## config.mk

```make
export PLATFORM = sky130hd
export DESIGN_NAME = lock_on_ctrl_flat
export DESIGN_NICKNAME = d
export VERILOG_FILES = /design/src/rtl/lock_on_ctrl_pkg.sv /design/src/rtl/lock_on_ctrl_if.sv /design/src/rtl/lock_on_ctrl_click_edge_det.sv /design/src/rtl/lock_on_ctrl.sv /design/src/flat_wrapper.sv
export SDC_FILE = /design/constraint.sdc
export NUM_CORES = 1
export LEC_CHECK = 0
export ABC_AREA = 1
export CORE_MARGIN = 2
export CORE_UTILIZATION = 26
export DETAILED_ROUTE_END_ITERATION = 8
export HOLD_SLACK_MARGIN = 0.02
export PLACE_DENSITY_LB_ADDON = 0.25
export SLEW_MARGIN = 0
export SYNTH_ARGS = -nofsm -noshare
export SYNTH_HDL_FRONTEND = slang
export SYNTH_HIERARCHICAL = 1
export SYNTH_SLANG_ARGS = --single-unit
```

## constraint.sdc

```tcl
create_clock -name clk -period 6.2 [get_ports clk]
set_input_delay 0.93 -clock clk [delete_from_list [all_inputs] [get_ports clk]]
set_output_delay 0.93 -clock clk [all_outputs]
set_load 0.02 [all_outputs]
```

## src/rtl/lock_on_ctrl_pkg.sv

```systemverilog
// Shared constants, state encoding and distance helpers for the lock-on controller.
package lock_on_ctrl_pkg;

  localparam int unsigned N_TGT         = 16;
  localparam int unsigned IDX_W         = $clog2(N_TGT);
  localparam int unsigned PICK_RADIUS   = 48;
  localparam int unsigned LOST_FRAMES   = 30;
  localparam int unsigned LOST_W        = $clog2(LOST_FRAMES + 1);
  localparam int unsigned CENTER_X      = 320;
  localparam int unsigned CENTER_Y      = 240;
  localparam int unsigned CENTER_HALF_W = 32;
  localparam int unsigned CENTER_HALF_H = 32;

  typedef enum logic [2:0] {
    IDLE,
    SCAN,
    LOCKED,
    COAST,
    NEXT
  } lock_state_t;

  // L1 distance between two 10-bit screen points; 11 bits cannot overflow.
  function automatic logic [10:0] l1_dist(input logic [9:0] ax, input logic [9:0] ay,
                                          input logic [9:0] bx, input logic [9:0] by);
    logic [9:0] ddx;
    logic [9:0] ddy;
    ddx = (ax >= bx) ? (ax - bx) : (bx - ax);
    ddy = (ay >= by) ? (ay - by) : (by - ay);
    return {1'b0, ddx} + {1'b0, ddy};
  endfunction

  // Magnitude of an 11-bit two's complement value (operand range never hits -1024).
  function automatic logic [10:0] abs11(input logic [10:0] v);
    return v[10] ? (~v + 11'd1) : v;
  endfunction

endpackage

```

## src/rtl/lock_on_ctrl_if.sv

```systemverilog
// Bundle of detection/mouse inputs and lock status outputs of the lock-on controller.
interface lock_on_ctrl_if;

  logic                                          frame_start;
  logic [lock_on_ctrl_pkg::N_TGT-1:0][9:0]       aim_x_all;
  logic [lock_on_ctrl_pkg::N_TGT-1:0][9:0]       aim_y_all;
  logic [lock_on_ctrl_pkg::N_TGT-1:0]            aim_detected_all;
  logic [9:0]                                    mouse_x_pixel;
  logic [9:0]                                    mouse_y_pixel;
  logic                                          click_l;
  logic                                          click_r;
  logic                                          click_m;
  logic                                          is_locked;
  logic [lock_on_ctrl_pkg::IDX_W-1:0]            locked_idx;
  logic                                          center_hit;
  logic                                          target_off;
  logic [10:0]                                   err_dx;
  logic [10:0]                                   err_dy;
  logic                                          busy;

  modport master (
    output frame_start, aim_x_all, aim_y_all, aim_detected_all,
           mouse_x_pixel, mouse_y_pixel, click_l, click_r, click_m,
    input  is_locked, locked_idx, center_hit, target_off, err_dx, err_dy, busy
  );

  modport slave (
    input  frame_start, aim_x_all, aim_y_all, aim_detected_all,
           mouse_x_pixel, mouse_y_pixel, click_l, click_r, click_m,
    output is_locked, locked_idx, center_hit, target_off, err_dx, err_dy, busy
  );

endinterface

```

## src/rtl/lock_on_ctrl_click_edge_det.sv

```systemverilog
// Rising-edge detector for the three mouse buttons; history starts at 1 so a
// button held through reset does not produce an edge.
module click_edge_det (
  input  logic       clk,
  input  logic       reset,
  input  logic [2:0] btn,
  output logic [2:0] rise
);

  logic [2:0] prev;

  // Button history register.
  always_ff @(posedge clk) begin
    if (reset) prev <= '1;
    else       prev <= btn;
  end

  // Edge is current level high with previous level low.
  always_comb begin
    rise = btn & ~prev;
  end

endmodule

```

## src/rtl/lock_on_ctrl.sv

```systemverilog
// Lock-on controller: picks a target by mouse click, holds it across detection
// dropouts, releases on right-click or after LOST_FRAMES missed frames.
// Optional feature: define LOCK_NEXT_TARGET_EN to let a middle-click step the
// lock to the next detected slot.
module lock_on_ctrl
  import lock_on_ctrl_pkg::*;
(
  input logic           clk,
  input logic           reset,
  lock_on_ctrl_if.slave bus
);

  lock_state_t       state;
  logic [2:0]        rise;
  logic              rise_l;
  logic              rise_r;

  logic [IDX_W-1:0]  scan_k;
  logic [IDX_W-1:0]  best_idx;
  logic [10:0]       best_d;
  logic              found;
  logic [9:0]        mx;
  logic [9:0]        my;
  logic [LOST_W-1:0] lost_cnt;
  logic [LOST_W-1:0] lost_next;

  logic              is_locked;
  logic [IDX_W-1:0]  locked_idx;
  logic              center_hit;
  logic              target_off;
  logic [10:0]       err_dx;
  logic [10:0]       err_dy;
  logic              busy;

  logic [10:0]       slot_d;
  logic              cand;
  logic              last;
  logic              lk_det;
  logic [10:0]       dx;
  logic [10:0]       dy;
  logic              hit;
  logic              to_idle;

`ifdef LOCK_NEXT_TARGET_EN
  logic              rise_m;
  logic [IDX_W-1:0]  step_cnt;
  lock_state_t       prior;
  assign rise_m = rise[2];
`else
  logic              unused_rise_m;
  assign unused_rise_m = rise[2];
`endif

  assign rise_l = rise[0];
  assign rise_r = rise[1];

  click_edge_det u_edge (
    .clk   (clk),
    .reset (reset),
    .btn   ({bus.click_m, bus.click_r, bus.click_l}),
    .rise  (rise)
  );

  // Slot evaluation, locked-target error terms and the drop-to-IDLE decision.
  always_comb begin
    slot_d    = l1_dist(bus.aim_x_all[scan_k], bus.aim_y_all[scan_k], mx, my);
    cand      = bus.aim_detected_all[scan_k] && (slot_d <= 11'(PICK_RADIUS)) &&
                (!found || (slot_d < best_d));
    last      = (scan_k == IDX_W'(N_TGT - 1));
    lk_det    = bus.aim_detected_all[locked_idx];
    dx        = {1'b0, bus.aim_x_all[locked_idx]} - 11'(CENTER_X);
    dy        = {1'b0, bus.aim_y_all[locked_idx]} - 11'(CENTER_Y);
    hit       = (abs11(dx) < 11'(CENTER_HALF_W)) && (abs11(dy) < 11'(CENTER_HALF_H));
    lost_next = (lost_cnt == LOST_W'(LOST_FRAMES)) ? lost_cnt : lost_cnt + 1'b1;
    to_idle   = 1'b0;
    case (state)
      IDLE:   to_idle = 1'b0;
      SCAN:   to_idle = rise_r || (last && !cand && !found);
      LOCKED: to_idle = rise_r;
`ifdef LOCK_NEXT_TARGET_EN
      COAST:  to_idle = rise_r || (!rise_m && bus.frame_start && !lk_det &&
                                   (lost_next == LOST_W'(LOST_FRAMES)));
      NEXT:   to_idle = rise_r;
`else
      COAST:  to_idle = rise_r || (bus.frame_start && !lk_det &&
                                   (lost_next == LOST_W'(LOST_FRAMES)));
`endif
      default: to_idle = 1'b1;
    endcase
  end

  // Main FSM with registered outputs. Every path into IDLE is collected in
  // to_idle and applied after the case so it overrides any branch update.
  always_ff @(posedge clk) begin
    if (reset) begin
      state      <= IDLE;
      scan_k     <= '0;
      best_idx   <= '0;
      best_d     <= '1;
      found      <= 1'b0;
      mx         <= '0;
      my         <= '0;
      lost_cnt   <= '0;
      is_locked  <= 1'b0;
      locked_idx <= '0;
      center_hit <= 1'b0;
      target_off <= 1'b0;
      err_dx     <= '0;
      err_dy     <= '0;
      busy       <= 1'b0;
`ifdef LOCK_NEXT_TARGET_EN
      step_cnt   <= '0;
      prior      <= IDLE;
`endif
    end else begin
      case (state)
        IDLE: begin
          if (rise_l) begin
            state  <= SCAN;
            mx     <= bus.mouse_x_pixel;
            my     <= bus.mouse_y_pixel;
            scan_k <= '0;
            found  <= 1'b0;
            best_d <= '1;
            busy   <= 1'b1;
          end
        end
        SCAN: begin
          if (cand) begin
            found    <= 1'b1;
            best_d   <= slot_d;
            best_idx <= scan_k;
          end
          if (last) begin
            busy       <= 1'b0;
            state      <= LOCKED;
            is_locked  <= 1'b1;
            target_off <= 1'b0;
            lost_cnt   <= '0;
            locked_idx <= cand ? scan_k : best_idx;
          end else begin
            scan_k <= scan_k + 1'b1;
          end
        end
        LOCKED: begin
          err_dx     <= dx;
          err_dy     <= dy;
          center_hit <= hit;
          if (rise_l) begin
            state      <= SCAN;
            mx         <= bus.mouse_x_pixel;
            my         <= bus.mouse_y_pixel;
            scan_k     <= '0;
            found      <= 1'b0;
            best_d     <= '1;
            busy       <= 1'b1;
            is_locked  <= 1'b0;
            target_off <= 1'b0;
            lost_cnt   <= '0;
          end
`ifdef LOCK_NEXT_TARGET_EN
          else if (rise_m) begin
            state    <= NEXT;
            prior    <= LOCKED;
            scan_k   <= locked_idx + 1'b1;
            step_cnt <= IDX_W'(1);
            busy     <= 1'b1;
          end
`endif
          else if (bus.frame_start && !lk_det) begin
            state      <= COAST;
            lost_cnt   <= LOST_W'(1);
            target_off <= 1'b1;
          end
        end
        COAST: begin
`ifdef LOCK_NEXT_TARGET_EN
          if (rise_m) begin
            state    <= NEXT;
            prior    <= COAST;
            scan_k   <= locked_idx + 1'b1;
            step_cnt <= IDX_W'(1);
            busy     <= 1'b1;
          end else
`endif
          if (bus.frame_start) begin
            if (lk_det) begin
              state      <= LOCKED;
              lost_cnt   <= '0;
              target_off <= 1'b0;
            end else begin
              lost_cnt <= lost_next;
            end
          end
        end
`ifdef LOCK_NEXT_TARGET_EN
        NEXT: begin
          if (bus.aim_detected_all[scan_k]) begin
            locked_idx <= scan_k;
            lost_cnt   <= '0;
            target_off <= 1'b0;
            state      <= LOCKED;
            busy       <= 1'b0;
          end else if (step_cnt == IDX_W'(N_TGT - 1)) begin
            state <= prior;
            busy  <= 1'b0;
          end else begin
            scan_k   <= scan_k + 1'b1;
            step_cnt <= step_cnt + 1'b1;
          end
        end
`endif
        default: ;
      endcase

      if (to_idle) begin
        state      <= IDLE;
        is_locked  <= 1'b0;
        target_off <= 1'b0;
        center_hit <= 1'b0;
        err_dx     <= '0;
        err_dy     <= '0;
        busy       <= 1'b0;
        lost_cnt   <= '0;
      end
    end
  end

  assign bus.is_locked  = is_locked;
  assign bus.locked_idx = locked_idx;
  assign bus.center_hit = center_hit;
  assign bus.target_off = target_off;
  assign bus.err_dx     = err_dx;
  assign bus.err_dy     = err_dy;
  assign bus.busy       = busy;

endmodule

```

## src/flat_wrapper.sv

```systemverilog
// flat-port wrapper written by rule: the top's interface ports become plain ports
module lock_on_ctrl_flat import lock_on_ctrl_pkg::*;
  (clk, reset, bus_frame_start, bus_aim_x_all, bus_aim_y_all, bus_aim_detected_all, bus_mouse_x_pixel, bus_mouse_y_pixel, bus_click_l, bus_click_r, bus_click_m, bus_is_locked, bus_locked_idx, bus_center_hit, bus_target_off, bus_err_dx, bus_err_dy, bus_busy);
  lock_on_ctrl_if bus_i ();
  input logic clk;
  input logic reset;
  input wire logic [$bits(bus_i.frame_start)-1:0] bus_frame_start;
  input wire logic [$bits(bus_i.aim_x_all)-1:0] bus_aim_x_all;
  input wire logic [$bits(bus_i.aim_y_all)-1:0] bus_aim_y_all;
  input wire logic [$bits(bus_i.aim_detected_all)-1:0] bus_aim_detected_all;
  input wire logic [$bits(bus_i.mouse_x_pixel)-1:0] bus_mouse_x_pixel;
  input wire logic [$bits(bus_i.mouse_y_pixel)-1:0] bus_mouse_y_pixel;
  input wire logic [$bits(bus_i.click_l)-1:0] bus_click_l;
  input wire logic [$bits(bus_i.click_r)-1:0] bus_click_r;
  input wire logic [$bits(bus_i.click_m)-1:0] bus_click_m;
  output wire logic [$bits(bus_i.is_locked)-1:0] bus_is_locked;
  output wire logic [$bits(bus_i.locked_idx)-1:0] bus_locked_idx;
  output wire logic [$bits(bus_i.center_hit)-1:0] bus_center_hit;
  output wire logic [$bits(bus_i.target_off)-1:0] bus_target_off;
  output wire logic [$bits(bus_i.err_dx)-1:0] bus_err_dx;
  output wire logic [$bits(bus_i.err_dy)-1:0] bus_err_dy;
  output wire logic [$bits(bus_i.busy)-1:0] bus_busy;
  assign bus_i.frame_start = bus_frame_start;
  assign bus_i.aim_x_all = bus_aim_x_all;
  assign bus_i.aim_y_all = bus_aim_y_all;
  assign bus_i.aim_detected_all = bus_aim_detected_all;
  assign bus_i.mouse_x_pixel = bus_mouse_x_pixel;
  assign bus_i.mouse_y_pixel = bus_mouse_y_pixel;
  assign bus_i.click_l = bus_click_l;
  assign bus_i.click_r = bus_click_r;
  assign bus_i.click_m = bus_click_m;
  assign bus_is_locked = bus_i.is_locked;
  assign bus_locked_idx = bus_i.locked_idx;
  assign bus_center_hit = bus_i.center_hit;
  assign bus_target_off = bus_i.target_off;
  assign bus_err_dx = bus_i.err_dx;
  assign bus_err_dy = bus_i.err_dy;
  assign bus_busy = bus_i.busy;
  lock_on_ctrl u_core (.clk(clk), .reset(reset), .bus(bus_i));
endmodule
```

# Word-level counts from Yosys, hierarchy flattened
# Index checks and enable logic that the tools add are counted.
[op_classes] n_addsub=11 n_bitwise=4 n_eq_ne=15 reduce_logical=29 mux=51 n_lt_le_gt_ge=8
[op_table] operator="10-bit binary-select mux with 4-bit select" n=4
[op_table] operator="10-bit 2-to-1 mux" n=6
[op_table] operator="11-bit 2-to-1 mux" n=4
[op_table] operator="10-bit subtractor" n=4
[op_table] operator="5-bit 2-to-1 mux" n=6
[op_table] operator="11-bit by 1-bit adder with 11-bit output, second input constant" n=2
[op_table] operator="11-bit by 6-bit less-than comparator with 1-bit output, second input constant" n=2
[op_table] operator="11-bit inverter" n=2
[op_table] operator="11-bit case mux with 2 select lines" n=1
[op_table] operator="10-bit >= comparator" n=2
[op_table] operator="3-bit 2-to-1 mux" n=6
[op_table] operator="5-bit case mux with 3 select lines" n=1
[op_table] operator="4-bit 2-to-1 mux" n=3
[op_table] operator="2-bit by 1-bit != test with 1-bit output, second input constant" n=6
[op_table] operator="3-bit case mux with 4 select lines" n=1
[op_table] operator="3-bit AND reduction" n=4
[op_table] operator="10-bit by 10-bit adder with 11-bit output" n=1
[op_table] operator="11-bit by 6-bit less-or-equal comparator with 1-bit output, second input constant" n=1
[op_table] operator="11-bit less-than comparator" n=1
[op_table] operator="1-bit 2-to-1 mux" n=11
[op_table] operator="10-bit by 8-bit subtractor with 11-bit output, second input constant" n=1
[op_table] operator="10-bit by 9-bit subtractor with 11-bit output, second input constant" n=1
[op_table] operator="5-bit == test, second input constant" n=2
[op_table] operator="4-bit by 5-bit less-than comparator with 1-bit output, second input constant" n=2
[op_table] operator="other kinds (26)" n=44
[word_totals] word_cells=134 regBits=80 out_inout_bits=30

# Logic depth before layout (Yosys ltp)
[depth] depth_word=14 mapped_depth=44 mapped_depth_nobuf=42

# Hierarchy
# Netlist, hierarchy kept.
[by_module_without_submodules] mod="lock_on_ctrl" seq_area_each_um2=1541.5 area_per_inst_um2=12286.8 cells_per_inst=2224 n_inst=1
[by_module_without_submodules] mod="click_edge_det" seq_area_each_um2=60.1 area_per_inst_um2=105.1 cells_per_inst=13 n_inst=1

# Worst setup path before layout
# No wires, ideal clock.
[synth_path] path_kind="flip-flop to flip-flop" start="reg u_core.scan_k[0]" end="reg u_core.best_d[1]" path_stages_with_launch=43 arrival_ps=5892 n_path_buf=6 setup_slack_ps=174 required_time_ps=6066 path_cell_list="dfxtp_1 > buf_2 > buf_2 > clkbuf_1 > clkbuf_1 > nand2_1 > o211ai_1 > nand3_1 > a31oi_1 > inv_1 > fa_1 > inv_1 > nor2_1 > nor2_1 > o21ai_1 > o21ai_0 > nand2_1 > a21oi_1 > [... 7 more ...] > nand2_1 > nand3_1 > nand2_1 > xor2_1 > inv_1 > ha_1 > nand4_1 > a21oi_1 > nand3b_1 > a21oi_1 > o21ai_0 > inv_1 > o21bai_1 > nand2_1 > nand3_2 > buf_2 > nand3_1 > nand3_1"
[synth_via] elab_chain_len=10 word_cells_on_any_way=24
[synth_lines] item="from (decl)" line="lock_on_ctrl.sv:18" source="logic [IDX_W-1:0] scan_k;"
[synth_lines] item="from (signal assigned)" line="lock_on_ctrl.sv:142" source="scan_k <= scan_k + 1'b1;"
[synth_lines] item="10-bit binary-select mux with 4-bit select" line="lock_on_ctrl.sv:66" source="slot_d = l1_dist(bus.aim_x_all[scan_k], bus.aim_y_all[scan_k], mx, my);"
[synth_lines] item="10-bit 2-to-1 mux (implied by the code)" line="lock_on_ctrl.sv:66"
[synth_lines] item="10-bit subtractor, or another cell as far along" line="lock_on_ctrl_pkg.sv:27" source="ddx = (ax >= bx) ? (ax - bx) : (bx - ax);"
[synth_lines] item="10-bit 2-to-1 mux (on tied branches)" line="lock_on_ctrl_pkg.sv:27, lock_on_ctrl_pkg.sv:28"
[synth_lines] item="10-bit by 10-bit adder with 11-bit output" line="lock_on_ctrl_pkg.sv:29" source="return {1'b0, ddx} + {1'b0, ddy};"
[synth_lines] item="11-bit by 6-bit less-or-equal comparator with 1-bit output or 11-bit less-than comparator (tied branches)" line="lock_on_ctrl.sv:67, lock_on_ctrl.sv:68"
[synth_lines] item="1-bit logical AND or 1-bit logical OR (tied branches)" line="lock_on_ctrl.sv:67, lock_on_ctrl.sv:68"
[synth_lines] item="1-bit logical AND" line="lock_on_ctrl.sv:67" source="cand = bus.aim_detected_all[scan_k] && (slot_d <= 11'(PICK_RADIUS)) &&"
[synth_lines] item="2-bit by 1-bit != test with 1-bit output (no line)"
[synth_lines] item="3-bit AND reduction (no line)"
[synth_lines] item="to (signal assigned)" line="lock_on_ctrl.sv:131" source="best_d <= slot_d;"
[synth_lines] item="to (decl)" line="lock_on_ctrl.sv:20" source="logic [10:0] best_d;"
# Several ways; a longest one is shown, not always the timed one. The select of a mux whose other input is x is not followed.
# A chain may end at the register's enable or synchronous reset.

# Worst setup path in the final report
[layout_path] start="in bus_aim_x_all[87]" end="reg u_core.best_d[2]"
[layout_via] elab_chain_len=10 word_cells_on_any_way=16
[layout_lines] item="from (decl)" line="flat_wrapper.sv:8" source="input wire logic [$bits(bus_i.aim_x_all)-1:0] bus_aim_x_all;"
[layout_lines] item="10-bit binary-select mux with 4-bit select *" line="lock_on_ctrl.sv:66"
[layout_lines] item="10-bit 2-to-1 mux (implied by the code) *" line="lock_on_ctrl.sv:66"
[layout_lines] item="10-bit subtractor or 10-bit >= comparator (tied branches)" line="lock_on_ctrl_pkg.sv:27"
[layout_lines] item="10-bit 2-to-1 mux *" line="lock_on_ctrl_pkg.sv:27"
[layout_lines] item="10-bit by 10-bit adder with 11-bit output *" line="lock_on_ctrl_pkg.sv:29"
[layout_lines] item="11-bit by 6-bit less-or-equal comparator with 1-bit output or 11-bit less-than comparator (tied branches)" line="lock_on_ctrl.sv:67, lock_on_ctrl.sv:68"
[layout_lines] item="1-bit logical AND or 1-bit logical OR (tied branches)" line="lock_on_ctrl.sv:67, lock_on_ctrl.sv:68"
[layout_lines] item="1-bit logical AND" line="lock_on_ctrl.sv:67"
[layout_lines] item="2-bit by 1-bit != test with 1-bit output (no line)"
[layout_lines] item="3-bit AND reduction (no line)"
# Mark *: on every way between the ends. The rest lies on a longest branch, timed or not. The select of a mux whose other input is x is not followed.

==> metrics.yaml <==
slowest_delay_ns: 0.49
drv_slew: 0
arrival_ns: 6.35
first_pass_iters: 6
design_area_mm2: 0.0194
ctsLongestPathBuffers: 2
cts_buffers: 9
crit_slowest_cell: "clkdlybuf4s50_1"
die_w_um: 222
maxCapViolations: 0
drc: 0
final_nets: 3157
grt_pass1_wl_um: 98300
die_h_um: 222
worstSetupStartpoint: "bus_aim_x_all[87]"
clk_latency_ns: 0.36
htreeDepth: 3
outcome: "finished clean"
cts.sinks: 79
place_congestion: 0.920
dr_wl_met2_um: 32300
hold_viol_final: 0
syn_avg_cell_area_um2: 5.53
grt_overflow: 0
power.density_mw_per_mm2: 368
syn_area_mm2: 0.0124
grt_setup_unrepaired: "true"
min-delay-start: "u_core/bus.err_dy[3]"
antenna_found_initial: 16
critPathKind: "in2reg"
die_area_mm2: 0.0493
clock-skew-final_ns: 0.0199
wl_um: 66400
drt_iter0_markers: 1553
vias_per_cell: 5.19
worstPathRequired_ns: 6.42
syn_inst: 2233
syn_to_final_growth_pct: 56.7
place_hpwl_um: 50300
fmax_mhz: 163
critPathLaunchType: "input pin"
critPathCaptureType: "register"
synth-warning-count: 6
period_share: 0.989
m1WireLength_um: 28100
cts_hold_buf: 0
rows: 79
place.port_buffers: 390
antenna_left: 0
fin_worst_hold_slack_ns: 0.466
via_count: 17400
cts_root_buf: "clkbuf_16"
r2r_start: "u_core/scan_k[0]"
route.met3.wl_um: 4320
placed_cell_area_mm2: 0.0180
layout-drive-gt1-share: 0.158
first_global_vias: 17000
dr.max_layer_used: "met5"
relSlewSlack: 0.187
grt_util_all_layers: 0.256
critPathMaxFanout: 7
post-route-min-period_ns: 6.13
post_drt_wl_per_cell_um: 19.8
io_pins: 392
cts_tree: "yes"
peakVddDrop_mv: 0.512
start_util: 0.264
clk_pin_slew_ns: 0.09
core_mm2: 0.0468
cpMostUsedCell: "nand2_1"
setup_violations: 0
synth_nets: 2663
worstHoldPathType: "reg2reg"
grt_max_degree: 125
p_leak_uw: 0.00882
worst_pin_slew_ns: 1.22
-- critical path, delay by kind of cell --
family          cells  cell delay [ns]
simple gates       16             1.86
compound gates     10             1.43
fa+ha+maj           3             0.88
buf+inv             5             0.82
xor+xnor            2             0.40
-- metal layers --
layer / track usage / up-vias
li1: - / 8418
met3: 0.0380 / 97
met4: 0.0787 / 8
met2: 0.450 / 774
met5: 0 / -
met1: 0.322 / 8093
-- per-stage QoR --
stage	setup TNS, ns	power (uW)	worst slack, ns	util	cells
3_3_place_gp	-20.02	5740	-0.655	0.384	3266
6_report	0	7120	0.0683	0.414	3350
3_5_place_dp	-25.96	5790	-0.779	0.384	3266
4_1_cts	0	6730	0.00261	0.401	3321
5_1_grt	-5.09	7760	-0.299	0.414	3348
2_1_floorplan	0	3420	0.174	-	2233
-- cells in the final DEF, fill, tap and decap left out, drive strengths merged, types with 2 or more instances in the layout --
master         count
a21oi            229
dlymetal6s2s      49
o21ai            328
o21bai             3
xnor2              5
clkbuf            15
nor4               2
a211oi            10
a21o               6
nand4              9
o211ai            70
o31ai              2
a221oi             4
dfxtp             79
ha                63
mux2i              2
nand2            377
clkdlybuf4s50    335
diode             11
a22o              12
and2               2
buf              247
mux2               3
inv              330
nor2             177
fa                 5
clkinv             3
a31oi             13
xor2              24
or2               31
nor3               8
nand3b             5
nand3            278
-- power breakdown --
group | switching, uW | internal (uW) | total [uW]
Combinational | 3050 | 2860 | 5910
Sequential | 64.3 | 581 | 645
Clock | 282 | 286 | 568
Total | 3400 | 3730 | 7120
-- path summary, 6_finish.rpt --
kind                               end  depth (start not counted)  slack (ns)
hold / removal    u_core/bus.err_dy[3]                          2        0.47
hold reg to reg   u_core/bus.err_dy[3]                          2        0.47
setup reg to reg      u_core/best_d[2]                         42        0.13
setup / recovery      u_core/best_d[2]                         36        0.07
-- sequential cells by signal, indices dropped and copies added, names as in the netlist --
register,cells
u_core/bus.busy,1
u_core/bus.target_off,1
u_core/state,2
u_core/scan_k,4
u_core/my,10
u_core/lost_cnt,5
u_core/bus.is_locked,1
u_core/best_idx,4
u_core/found,1
u_core/bus.center_hit,1
u_core/mx,10
u_core/bus.err_dy,11
u_core/bus.locked_idx,4
u_core/bus.err_dx,11
u_core/u_edge/prev,2
u_core/best_d,11
-- cell type report --
cell class / count / area [um^2]
Fill cell: 4940 / 27400
Inverter: 327 / 1240
Clock inverter: 7 / 67.6
Timing Repair Buffer: 637 / 6120
Tap cell: 607 / 759
Multi-Input combinational cell: 1673 / 9340
Antenna cell: 11 / 27.5
Clock buffer: 9 / 225
Sequential cell: 79 / 1600
-- repair_timing --
action,4_1_cts,5_1_grt
pin swaps,25,102
gates resized for setup,61,197
cloned,1,0
buffers inserted,38,19
endpoints found under the setup margin,30,53
hold endpoints to repair,0,0
No activity file was read; power rests on OpenSTA's default activity.
